### config.mk
export PLATFORM = sky130hd
export DESIGN_NAME = neuron_membrane_integrator
export DESIGN_NICKNAME = d
export VERILOG_FILES = /design/src/rtl/neuron_membrane_integrator.sv
export SDC_FILE = /design/constraint.sdc
export NUM_CORES = 1
export LEC_CHECK = 0
export BUFFER_PORTS_ARGS = -buffer_cell sky130_fd_sc_hd__buf_2
export CAP_MARGIN = 40
export CORE_MARGIN = 2
export CORE_UTILIZATION = 45
export DETAILED_ROUTE_END_ITERATION = 10
export GPL_TIMING_DRIVEN = 1
export PLACE_DENSITY = 0.69
export SYNTH_ARGS = -nofsm -noshare
export SYNTH_HDL_FRONTEND = slang
export SYNTH_SLANG_ARGS = --single-unit
### constraint.sdc
create_clock -name CLK -period 2 [get_ports CLK]
set_clock_uncertainty 0.05 [all_clocks]
set_input_delay 0.1 -clock CLK [delete_from_list [all_inputs] [get_ports CLK]]
set_output_delay 0.1 -clock CLK [all_outputs]
set_load 0.01 [all_outputs]
### src/rtl/neuron_membrane_integrator.sv
// Integrate-and-fire controller: drives V and a held weight into an external
// ripple-carry adder, waits for it to settle, saturates the sum back into V.
`timescale 1ns/1ps

module neuron_membrane_integrator #(
  parameter int         SETTLE_CYC  = 2,
  parameter int         REFRACT_CYC = 3,
  parameter logic [7:0] LEAK        = 8'd1,
  parameter int         LEAK_PERIOD = 16
) (
  input  logic       CLK,
  input  logic       RST,
  input  logic [7:0] W_IN,
  input  logic       IN_VALID,
  output logic       IN_READY,
  input  logic [7:0] TH,
  output logic [7:0] A,
  output logic [7:0] B,
  output logic       Cin,
  input  logic [7:0] Sout,
  input  logic       Cout,
  output logic       SPIKE,
  output logic [7:0] V_OUT,
  output logic       BUSY
);

  typedef enum logic [2:0] {
    IDLE,
    SETTLE,
    CAPTURE,
    FIRE,
    REFRACT
  } state_t;

  localparam logic [3:0] SETTLE_LAST  = 4'(SETTLE_CYC - 1);
  localparam logic [3:0] REFRACT_LAST = 4'(REFRACT_CYC - 1);
  localparam logic [7:0] LEAK_LAST    = 8'(LEAK_PERIOD - 1);

  state_t     state;
  logic [7:0] v;
  logic [7:0] weight;
  logic [3:0] settle_cnt;
  logic [3:0] refract_cnt;
  logic [7:0] leak_cnt;
  logic       spike_q;
  logic       ready_q;
  logic       busy_q;
  logic [7:0] nv;

  // A carry-out means the true sum exceeded 255, so clamp instead of wrapping.
  assign nv = Cout ? 8'hFF : Sout;

  // NOTE: all state uses non-blocking assignments so every register samples
  // pre-edge values; ready/busy/spike are registered alongside each transition.
  always_ff @(posedge CLK) begin
    if (RST) begin
      state       <= IDLE;
      v           <= '0;
      weight      <= '0;
      settle_cnt  <= '0;
      refract_cnt <= '0;
      leak_cnt    <= '0;
      spike_q     <= 1'b0;
      ready_q     <= 1'b1;
      busy_q      <= 1'b0;
    end else begin
      spike_q <= 1'b0;
      unique case (state)
        IDLE: begin
          if (IN_VALID) begin
            weight     <= W_IN;
            settle_cnt <= '0;
            leak_cnt   <= '0;
            state      <= SETTLE;
            ready_q    <= 1'b0;
            busy_q     <= 1'b1;
          end else if (leak_cnt == LEAK_LAST) begin
            leak_cnt <= '0;
            v        <= (v > LEAK) ? v - LEAK : '0;
          end else begin
            leak_cnt <= leak_cnt + 8'd1;
          end
        end
        SETTLE: begin
          if (settle_cnt == SETTLE_LAST) state <= CAPTURE;
          else settle_cnt <= settle_cnt + 4'd1;
        end
        CAPTURE: begin
          v <= nv;
          if (nv >= TH) begin
            state   <= FIRE;
            spike_q <= 1'b1;
          end else begin
            state   <= IDLE;
            ready_q <= 1'b1;
            busy_q  <= 1'b0;
          end
        end
        FIRE: begin
          v           <= '0;
          refract_cnt <= '0;
          if (REFRACT_CYC == 0) begin
            state   <= IDLE;
            ready_q <= 1'b1;
            busy_q  <= 1'b0;
          end else begin
            state <= REFRACT;
          end
        end
        REFRACT: begin
          if (refract_cnt == REFRACT_LAST) begin
            state   <= IDLE;
            ready_q <= 1'b1;
            busy_q  <= 1'b0;
          end else begin
            refract_cnt <= refract_cnt + 4'd1;
          end
        end
        default: begin
          state   <= IDLE;
          ready_q <= 1'b1;
          busy_q  <= 1'b0;
        end
      endcase
    end
  end

  assign A        = v;
  assign B        = weight;
  assign Cin      = 1'b0;
  assign V_OUT    = v;
  assign SPIKE    = spike_q;
  assign IN_READY = ready_q;
  assign BUSY     = busy_q;

endmodule

; Word-level counts from Yosys, hierarchy flattened
; Index checks and enable logic that the tools add are counted.
[word_totals]
inputBits = 28
ff_bits = 38
out_inout_bits = 28
wordCells = 70
[op_classes]
n_reduce_logical = 12
n_eq_ne = 15
n_lt_le_gt_ge = 2
bitwise = 2
mux = 26
n_addsub = 4
[op_table]
columns = operator, count
row1 = 8-bit 2-to-1 mux, 6
row2 = 8-bit case mux with 3 select lines, 1
row3 = 2-bit inequality test (second input constant), 8
row4 = 4-bit case mux with 2 select lines, 2
row5 = 3-bit case mux with 5 select lines, 1
row6 = 4-bit 2-to-1 mux, 3
row7 = 3-bit 2-to-1 mux, 3
row8 = 3-bit AND reduction, 3
row9 = 4-bit by 1-bit adder with 4-bit output (second input constant), 2
row10 = 8-bit by 1-bit adder with 8-bit output (second input constant), 1
row11 = 8-bit by 4-bit == test with 1-bit output (second input constant), 1
row12 = 8-bit >= comparator, 1
row13 = 8-bit by 1-bit greater-than comparator with 1-bit output (second input constant), 1
row14 = 1-bit case mux with 4 select lines, 2
row15 = 8-bit by 1-bit subtractor with 8-bit output (second input constant), 1
row16 = 1-bit 2-to-1 mux, 7
row17 = 3-bit by 2-bit == test with 1-bit output (second input constant), 2
row18 = 4-bit by 1-bit == test with 1-bit output (second input constant), 1
row19 = 4-bit by 2-bit == test with 1-bit output (second input constant), 1
row20 = 2-bit AND reduction, 2
row21 = 4-bit AND reduction, 1
row22 = 2-bit nonzero test, 2
row23 = 2-bit OR reduction, 2
row24 = 3-bit by 1-bit == test with 1-bit output (second input constant), 1
row25 = 5 further kinds, 6

; Logic depth before layout (Yosys ltp)
; Gate-level depths: netlist (run 1).
[depth]
depth_word = 5
depth_mapped = 8
depth_no_buf = 7

; Least setup slack after synthesis (run 1)
; Ideal clock, no wire load.
[synth_timing]
path_kind = flip-flop to flip-flop
from = reg v[4] (netlist: A[4])
to = reg v[2] (netlist: A[2])
setup_time_ps = 128
n_path_buf = 0
path_stages_with_launch = 6
path_slack_ps = 155
arrival_ps = 1667
period_less_slack_ps = 1845
path_cell_list = dfxtp_1 or4_4 o31ai_1 o2bb2ai_1 a22oi_1 nor2_1
[synth_between]
elab_chain_len = 5
[synth_rtl]
columns = item, line
row1 = from (decl), 40  ; logic [7:0] v;
row2 = from (signal assigned), 79  ; v <= (v > LEAK) ? v - LEAK : '0;
row3 = from (signal assigned), 89  ; v <= nv;
row4 = 8-bit by 1-bit greater-than comparator with 1-bit output, 79
row5 = 8-bit 2-to-1 mux, 79
row6 = 8-bit 2-to-1 mux, 77  ; end else if (leak_cnt == LEAK_LAST) begin
row7 = 8-bit 2-to-1 mux, 70  ; if (IN_VALID) begin
row8 = 8-bit case mux with 3 select lines, 68  ; unique case (state)
; Every way passes these cells. The select of a mux whose other input is x is not followed.
; A chain may end at the register's enable or synchronous reset.

; Worst setup path in the final report (run 1)
[layout_timing]
from = reg refract_cnt[0]
to = reg refract_cnt[2]
[layout_between]
elab_chain_len = 3
elab_cells_between_ends = 6
classes_between = add/sub (1) / eq/ne (2) / mux (2) / reduce/logical (1)
[layout_rtl]
columns = item, line
row1 = from (decl), 43  ; logic [3:0] refract_cnt;
row2 = from (signal assigned), 116  ; refract_cnt <= refract_cnt + 4'd1;
row3 = 4-bit by 1-bit adder with 4-bit output / 4-bit by 2-bit == test with 1-bit output (equally long branches), "116, 111"
row4 = 4-bit 2-to-1 mux / 2-bit inequality test (equally long branches), --
row5 = 4-bit case mux with 2 select lines / 2-bit AND reduction (equally long branches), --
; Several ways; a longest one is shown, not always the timed one. The select of a mux whose other input is x is not followed.

==> results of run 1 <==
[through the flow]
step           setup slack [ps]  util [%]
2_1_floorplan               155         -
3_3_place_gp                166      54.6
3_5_place_dp                140      54.6
4_1_cts                     138      57.6
5_1_grt                    12.5      57.8
6_report                    159      57.8
[layout make-up]
type,instances,area share (%)
Multi-Input combinational cell,201,46.5
Sequential cell,38,27.9
Clock inverter,1,0.183
Tap cell,67,3.07
Timing Repair Buffer,78,17.0
Clock buffer,7,3.16
Inverter,16,2.20
[worst min-delay path, stage by stage]
cell	delay, ps
buf_2	90
nand2_1	50
a21oi_1	50
[cell usage after synthesis (2+ instances only)]
master / number
ha_1: 15
a21oi_1: 26
nor3_1: 10
a22oi_1: 2
nand2b_1: 6
nor3b_1: 2
or2_2: 6
o21ai_0: 10
nor4_1: 2
or3_1: 4
a41oi_1: 2
nand4_1: 2
clkbuf_1: 8
o211ai_1: 2
dfxtp_1: 38
mux2i_1: 2
a311oi_1: 5
nand2_1: 33
inv_1: 16
nor2b_1: 2
or3b_1: 2
buf_4: 10
buf_2: 2
o311ai_0: 3
o22ai_1: 2
xnor2_1: 2
nor2_1: 25
nand3_1: 9
a211oi_1: 2
and3_1: 3
[sequential cells by signal, indices dropped and copies added, names as in the netlist]
signal / count
A: 8
B: 8
leak_cnt: 8
refract_cnt: 4
settle_cnt: 4
state: 3
BUSY: 1
IN_READY: 1
SPIKE: 1
[per-layer routing]
| layer | up-vias | GRT usage (%) |
|---|---|---|
| li1 | 1103 | - |
| met4 | 0 | 7.47 |
| met3 | 14 | 3.66 |
| met5 | - | 0 |
| met1 | 1007 | 26.7 |
| met2 | 64 | 32.8 |
[cells by family after synthesis]
group	after synthesis	synth area share [%]
XOR/XNOR	3	1.19
AND/OR/NAND/NOR	112	25.7
adder cells (fa/ha/maj)	15	8.52
multiplexers	2	0.909
other	1	0.170
flip-flops	38	34.5
buffers and inverters	37	8.18
AO/OA/AOI/OAI	68	20.8
[worst paths after layout]
kind | startpoint | endpoint | depth (start not counted)
worst max-delay path | refract_cnt[0] | refract_cnt[2] | 8
worst min-delay path | W_IN[1] | B[1] | 3
worst max register to register | refract_cnt[0] | refract_cnt[2] | 8
worst min register to register | B[1] | B[1] | 2
[timing repair]
action,CTS,global route
endpoints found under the hold margin,5,0
gates resized for setup,0,2
setup endpoints to repair,0,2
hold buffers,5,0
[power groups by stage]
| stage | sequential [mW] | combinational [mW] | clock, mW |
|---|---|---|---|
| floorplan | 0.862 | 0.317 | 0 |
| global route | 0.848 | 0.585 | 0.589 |
| global placement | 0.857 | 0.501 | 0 |
| finish | 0.842 | 0.518 | 0.542 |
| detailed placement | 0.859 | 0.506 | 0 |
| CTS | 0.842 | 0.516 | 0.550 |
==> results.sh, run 1 <==
export IMPL_comb_power_share_pct=27.2
export IMPL_cts_tree="done"
export IMPL_num_antenna_cells=0
export IMPL_synth_ff_latch_count=38
export IMPL_ff2ff_setup_slack_ps=160
export IMPL_syn_area_um2=2200
export IMPL_hold_path_class="in -> reg"
export IMPL_rsz0062_at_grt="false"
export IMPL_synth_edf_count=0
export IMPL_hold_violations=0
export IMPL_antenna_found_initial=0
export IMPL_hold_slack_ps=5.91
export IMPL_power_density_nw_per_um2=697
export IMPL_slew_violations=0
export IMPL_synth_top_area_cell="dfxtp_1"
export IMPL_dpl_cell_area_um2=2580
export IMPL_wl_per_cell_um=12.6
export IMPL_final_cell_area_um2=2730
export IMPL_grt_max_degree=39
export IMPL_crit_fanout=6
export IMPL_maxCapViolCount=0
export IMPL_grt_pass1_vias=2029
export IMPL_multi_input_area_um2=1270
export IMPL_yosys_area_top_type_share_pct=34.5
export IMPL_status="complete, no violations"
export IMPL_layout_drive_gt1_share_pct=27.6
export IMPL_setup_tns_final_ps=0
export IMPL_fillerInstances=449
export IMPL_slowest_stage="dfxtp_1"
export IMPL_p_int_mw=1.32
export IMPL_async_reset_ff_share_pct=0
export IMPL_clk_latency_ps=290
export IMPL_mostFrequentLayoutCells="buf_2, dfxtp_1, nand2_1"
export IMPL_slowest_delay_ps=350
export IMPL_grt_usage_pct=20.2
export IMPL_post_cts_buffers=0
export IMPL_slew_headroom_pct=54.0
export IMPL_critPathCaptureType="flop"
export IMPL_drt_met1_wl_mm=2.51
export IMPL_path_delay_family="compound AO/OA/AOI/OAI gates"
export IMPL_area_delta_synth_final_pct=23.9
export IMPL_cts_sinks=38
export IMPL_yosys_top_cells_area="dfxtp_1, ha_1, a21oi_1"
export IMPL_htree_levels=2
export IMPL_drt_first_iter_violations=126
export IMPL_path_class="reg -> reg"
export IMPL_ios=56
export IMPL_clk_pin_slew_ps=70
export IMPL_core_area_um2=4720
export IMPL_final_cells=408
export IMPL_dp_cells=395
export IMPL_core_rowCount=25
export IMPL_syn_inst=276
export IMPL_layout_nets=383
export IMPL_yosys_warnings=0
export IMPL_grt_pass1_wl_mm=8.74
export IMPL_swShare_pct=30.8
export IMPL_numCtsBuffers=5
export IMPL_die_y_um=74.0
export IMPL_routed_top_layer="met4"
export IMPL_postSynthAreaPerCell_um2=7.98
export IMPL_seqPwrFrac_pct=44.3
export IMPL_start_kind="flop"
export IMPL_firstDrtPassIters=5
export IMPL_cp_arrival_ps=1990
export IMPL_met3_length_um=212
export IMPL_clockRootBuffer="clkbuf_8"
export IMPL_setup_violations=0
export IMPL_synthFlopType="dfxtp_1"
export IMPL_ir_worst_vdd_mv=0.505
export IMPL_dr_wl_met2_mm=2.33
export IMPL_synth_seq_area_share_pct=34.5
export IMPL_cp_cell_sequence="inv_1 -> ha_1 -> nor3b_1 -> a2bb2oi_1 -> buf_4 -> nor2b_1 -> xnor2_1 -> a211oi_1"
export IMPL_ant_nets=0
export IMPL_final_common_cell="buf_2"
export IMPL_wirelength_mm=5.14
export IMPL_cts_buffer_depth=2
export IMPL_die_x_um=74.0
export IMPL_portBuffers=54
export IMPL_vias=2188
export IMPL_seqCellArea_um2=761
export IMPL_p_sw_mw=0.586
export IMPL_viasPerCell=5.36
export IMPL_ys_types=53
export IMPL_clock_power_share_pct=28.5
export IMPL_route_detailed_drc=0
export IMPL_grt_overflow=0
export IMPL_hpwl_mm=3.81
export IMPL_tightest_slew_ps=690
export IMPL_initial_utilization_pct=46.6
export IMPL_fmax_mhz=543
export IMPL_place_congestion=0.849
export IMPL_p_leak_nw=1.20
export IMPL_fin_crit_ps=1840
export IMPL_power_mw=1.90
export IMPL_die_area_um2=5470
export IMPL_cp_data_required_time_ps=2150
export IMPL_synth_nets=319
export IMPL_worst_path_buf_inv=2
export IMPL_period_share_pct=92.0
Note: power is estimated with default switching activity, not from simulation.
==> run 2: changes to the inputs <==
--- a/config.mk
+++ b/config.mk
@@ -7,10 +7,11 @@
 export LEC_CHECK = 0
 export BUFFER_PORTS_ARGS = -buffer_cell sky130_fd_sc_hd__buf_2
 export CAP_MARGIN = 40
+export CORE_ASPECT_RATIO = 0.5
 export CORE_MARGIN = 2
 export CORE_UTILIZATION = 45
 export DETAILED_ROUTE_END_ITERATION = 10
-export GPL_TIMING_DRIVEN = 1
+export GPL_TIMING_DRIVEN = 0
 export PLACE_DENSITY = 0.69
 export SYNTH_ARGS = -nofsm -noshare
 export SYNTH_HDL_FRONTEND = slang
==> run 2 against run 1 <==
Effect of this change: sequential share of layout area down 0.48 points; register-to-register slack lost 50 ps; via count increased by 0.59%; sequential power hardly changed; non-clock buffer count up 4; die area grew 0.62%; sequential cell count unchanged; cell area up 2.2%; global-route usage is 0.61 points higher; highest routed layer unchanged.
==> results.sh, run 2 (same netlist as run 1, synthesis figures left out) <==
export IMPL_cp_arrival_ps=2070
export IMPL_ff2ff_setup_slack_ps=110
export IMPL_wirelength_mm=5.51
export IMPL_fillerInstances=440
export IMPL_slew_violations=0
export IMPL_cp_data_required_time_ps=2170
export IMPL_hold_path_class="in -> reg"
export IMPL_route_detailed_drc=0
export IMPL_path_class="reg -> reg"
export IMPL_setup_worst_path_end="settle_cnt[1]"
export IMPL_num_antenna_cells=0
export IMPL_grt_pass1_wl_mm=8.69
export IMPL_cts_buffer_depth=2
export IMPL_vias=2201
export IMPL_rsz0062_at_grt="false"
export IMPL_antenna_found_initial=0
export IMPL_ir_worst_vdd_mv=0.418
export IMPL_power_mw=1.91
export IMPL_mostFrequentLayoutCells="buf_2, dfxtp_1, nand2_1"
export IMPL_p_leak_nw=1.22
export IMPL_use_met1_pct=26.1
export IMPL_ios=56
export IMPL_tightest_slew_ps=530
export IMPL_met2_usage_pct=36.0
export IMPL_dpl_cell_area_um2=2550
export IMPL_drt_first_iter_violations=125
export IMPL_die_area_um2=5500
export IMPL_core_rowCount=17
export IMPL_rr_startpoint="state[0]"
export IMPL_crit_fanout=7
export IMPL_power_density_nw_per_um2=685
export IMPL_clk_pin_slew_ps=70
export IMPL_grt_usage_pct=20.8
export IMPL_cts_sinks=38
export IMPL_r2r_end="settle_cnt[1]"
export IMPL_wl_per_cell_um=13.4
export IMPL_worstHoldStart="RST"
export IMPL_critPathCaptureType="flop"
export IMPL_fin_util_pct=61.3
export IMPL_hold_violations=0
export IMPL_grt_pass1_vias=1950
export IMPL_die_x_um=103
export IMPL_cp_startpoint="state[0]"
export IMPL_layout_drive_gt1_share_pct=28.7
export IMPL_cts_tree="done"
export IMPL_setup_tns_final_ps=0
export IMPL_ant_nets=0
export IMPL_firstDrtPassIters=4
export IMPL_area_delta_synth_final_pct=26.7
export IMPL_htree_levels=2
export IMPL_grt_overflow=0
export IMPL_period_share_pct=94.7
export IMPL_fmax_mhz=528
export IMPL_slew_headroom_pct=64.6
export IMPL_fin_crit_ps=1890
export IMPL_clk_latency_ps=290
export IMPL_viasPerCell=5.36
export IMPL_start_kind="flop"
export IMPL_hpwl_mm=3.87
export IMPL_initial_utilization_pct=48.4
export IMPL_core_area_um2=4550
export IMPL_place_congestion=0.865
export IMPL_final_common_cell="buf_2"
export IMPL_die_y_um=53.5
export IMPL_hold_slack_ps=9.10
export IMPL_setup_violations=0
export IMPL_busiest_layer="met2"
export IMPL_status="complete, no violations"
export IMPL_portBuffers=54
export IMPL_grt_max_degree=12
export IMPL_layout_nets=387
export IMPL_use_met3_pct=4.89
export IMPL_final_cell_area_um2=2790
export IMPL_clockRootBuffer="clkbuf_8"
export IMPL_maxCapViolCount=0
export IMPL_numCtsBuffers=5
export IMPL_rr_worst_depth=6
[run 2: worst min path at each step]
stage,to,depth (start not counted)
final,state[1],3
after global routing,state[1],3
after CTS,state[1],3
after detailed placement,B[2],3
after global placement,B[7],3
after floorplan,B[0],2
[run 2: report_power, final]
part	leakage [nW]	total, mW	internal, mW	switching, mW
Combinational	0.859	0.524	0.230	0.294
Clock	0.0482	0.546	0.278	0.268
Sequential	0.310	0.840	0.800	0.0402
Total	1.22	1.91	1.31	0.602
[run 2: layer usage]
layer	part of all wire, %	vias to the layer above
met5	0	-
li1	-	1114
met2	43	74
met1	49	1006
met4	0.87	0
met3	7.2	7
[run 2: critical path, stage by stage, from the launching register on]
cell	delay, ps
dfxtp_1	310
clkbuf_2	220
or3b_1	460
a21oi_2	230
nor2_1	100
or3_1	310
a21oi_1	140
[run 2: final cells by class]
| type | instances | area [um^2] | share of cell area [%] |
|---|---|---|---|
| clock inverter | 1 | 5.00 | 0.179 |
| clock buffer | 7 | 86.3 | 3.09 |
| timing repair buffer | 62 | 348 | 12.5 |
| inverter | 16 | 60.1 | 2.15 |
| sequential | 38 | 764 | 27.4 |
| tap | 66 | 82.6 | 2.96 |
| multi-input combinational | 201 | 1320 | 47.4 |
| buffer | 20 | 120 | 4.30 |
[run 2: through the flow]
step,setup WS (ps),std cells
2_1_floorplan,155,276
3_3_place_gp,-52.9,396
3_5_place_dp,-100,396
4_1_cts,14.8,411
5_1_grt,4.67,411
6_report,106,411
[run 2: repair_timing]
item                                    in CTS  in global routing
gates resized for setup                      3                 14
endpoints found under the hold margin        7                  0
hold buffers                                 7                  0
endpoints found under the setup margin       5                 22
pin swaps                                    0                  1
setup buffers                                0                  1
==> run 3: changes to the inputs <==
--- a/config.mk
+++ b/config.mk
@@ -12,7 +12,9 @@
 export CORE_UTILIZATION = 45
 export DETAILED_ROUTE_END_ITERATION = 10
 export GPL_TIMING_DRIVEN = 0
+export HOLD_SLACK_MARGIN = 0.1
 export PLACE_DENSITY = 0.69
+export RECOVER_POWER = 100
 export SYNTH_ARGS = -nofsm -noshare
 export SYNTH_HDL_FRONTEND = slang
 export SYNTH_SLANG_ARGS = --single-unit
==> constraint.sdc (replaced) <==
create_clock -name CLK -period 2 [get_ports CLK]
set_clock_uncertainty 0.05 [all_clocks]
set_input_delay 0.1 -clock CLK [delete_from_list [all_inputs] [get_ports CLK]]
set_output_delay 0.1 -clock CLK [all_outputs]
set_load 0.1 [all_outputs]
==> run 3 against run 2 <==
Effect of this change: critical path depth shrank 1; setup slack gained 8.2 ps; maximum frequency grew 0.43%; cell area shrank 0.58%; non-clock buffer count grew 1; sequential share of layout area grew 0.34 points; sequential power is essentially flat; wire length grew 0.98%; die area is the same; critical path type unchanged; highest routed layer unchanged.
==> results.sh, run 3 (same netlist as run 1, synthesis figures left out) <==
export IMPL_ant_nets=0
export IMPL_pre_cts_slack_ps=-55.1
export IMPL_grt_usage_pct=21.2
export IMPL_firstDrtPassIters=5
export IMPL_p_leak_nw=1.16
export IMPL_numCtsBuffers=5
export IMPL_critPathCaptureType="flop"
export IMPL_wirelength_mm=5.56
export IMPL_layout_nets=389
export IMPL_start_kind="flop"
export IMPL_fin_util_pct=60.9
export IMPL_grt_max_degree=12
export IMPL_initial_utilization_pct=48.4
export IMPL_clk_latency_ps=280
export IMPL_fmax_mhz=530
export IMPL_grt_pass1_wl_mm=8.80
export IMPL_antenna_found_initial=0
export IMPL_portBuffers=54
export IMPL_clk_pin_slew_ps=70
export IMPL_viasPerCell=5.38
export IMPL_layout_drive_gt1_share_pct=25.1
export IMPL_vias=2216
export IMPL_wl_per_cell_um=13.5
export IMPL_place_congestion=0.871
export IMPL_slew_violations=0
export IMPL_tightest_slew_ps=1190
export IMPL_hold_path_class="in -> reg"
export IMPL_final_common_cell="nand2_1"
export IMPL_slowest_stage="or4_4"
export IMPL_setup_violations=0
export IMPL_cp_data_required_time_ps=2150
export IMPL_hpwl_mm=3.93
export IMPL_slowest_delay_ps=560
export IMPL_cts_buffer_depth=2
export IMPL_num_antenna_cells=0
export IMPL_cts_tree="done"
export IMPL_die_area_um2=5500
export IMPL_period_share_pct=94.3
export IMPL_fin_crit_ps=1890
export IMPL_clockRootBuffer="clkbuf_8"
export IMPL_area_delta_synth_final_pct=26.0
export IMPL_grt_overflow=0
export IMPL_ir_worst_vdd_mv=0.524
export IMPL_core_area_um2=4550
export IMPL_slew_headroom_pct=21.1
export IMPL_dpl_cell_area_um2=2570
export IMPL_htree_levels=2
export IMPL_post_cts_buffers=0
export IMPL_cts_sinks=38
export IMPL_grt_pass1_vias=1972
export IMPL_path_class="reg -> reg"
export IMPL_power_density_nw_per_um2=755
export IMPL_drt_first_iter_violations=144
export IMPL_status="complete, no violations"
export IMPL_die_y_um=53.5
export IMPL_crit_fanout=8
export IMPL_core_rowCount=17
export IMPL_maxCapViolCount=0
export IMPL_power_mw=2.09
export IMPL_cp_arrival_ps=2040
export IMPL_mostFrequentLayoutCells="nand2_1, dfxtp_1, buf_2"
export IMPL_ios=56
export IMPL_hold_violations=0
export IMPL_route_detailed_drc=0
export IMPL_fin_ws_ps=114
export IMPL_die_x_um=103
export IMPL_final_cell_area_um2=2770
export IMPL_cp_cell_sequence="or4_4 -> or3_1 -> o32ai_2 -> nand2_1 -> a21oi_1"
## run 3: changes by cell type in the layout (fill, tap and decap cells not counted), moves of 2 or more
cell / delta
buf_2: -26
dfxtp_2: +4
clkbuf_2: +11
clkbuf_1: +14
dfxtp_1: -4
dlygate4sd3_1: +2
## run 3: path summary, 6_finish.rpt
path                              start  cells past startpoint  endpoint  slack [ps]
worst max register to register     A[4]                      5      A[5]         110
worst min-delay path            Sout[6]                      4      A[6]         160
worst max-delay path               A[4]                      5      A[5]         110
worst min register to register     B[1]                      2      B[1]         410
## run 3: power breakdown
group | switching (mW) | total, mW | internal (mW)
combinational | 0.548 | 0.764 | 0.216
clock | 0.256 | 0.490 | 0.234
sequential | 0.0394 | 0.841 | 0.801
## run 3: through the flow
stage	hold WS [ps]	TNS, ps	instances
after floorplan	186	0	276
after detailed placement	299	-124	396
after global routing	195	-97.1	412
after CTS	154	0	412
after global placement	290	-5.92	396
final	159	0	412
## run 3: final cells by class
type,instances,area (um^2)
Fill cell,438,1780
Multi-Input combinational cell,202,1320
Sequential cell,38,769
Timing Repair Buffer,63,342
Buffer,20,120
Tap cell,66,82.6
Clock buffer,5,68.8
Inverter,16,60.1
Clock inverter,2,10.0
## run 3: repair_timing
item	in CTS	in global routing
hold buffers	9	0
setup endpoints to repair	4	21
gates resized for setup	1	12
pin swaps	0	1
hold endpoints to repair	9	0
gates cloned	0	1
## run 3: worst max-delay path, delay by kind of cell, from the launching register on
family / cells / cell delay (ps)
DFF: 1 / 360
and+or+nand+nor: 3 / 1020
AOI/OAI and AO/OA: 2 / 390
## run 3: per-layer routing
layer  track usage, %  up-vias  wire [um]
li1                 -     1121          -
met1             26.0     1003       2620
met2             36.4       88       2480
met3             7.13        4        438
met4             5.04        0         29
met5                0        -          0
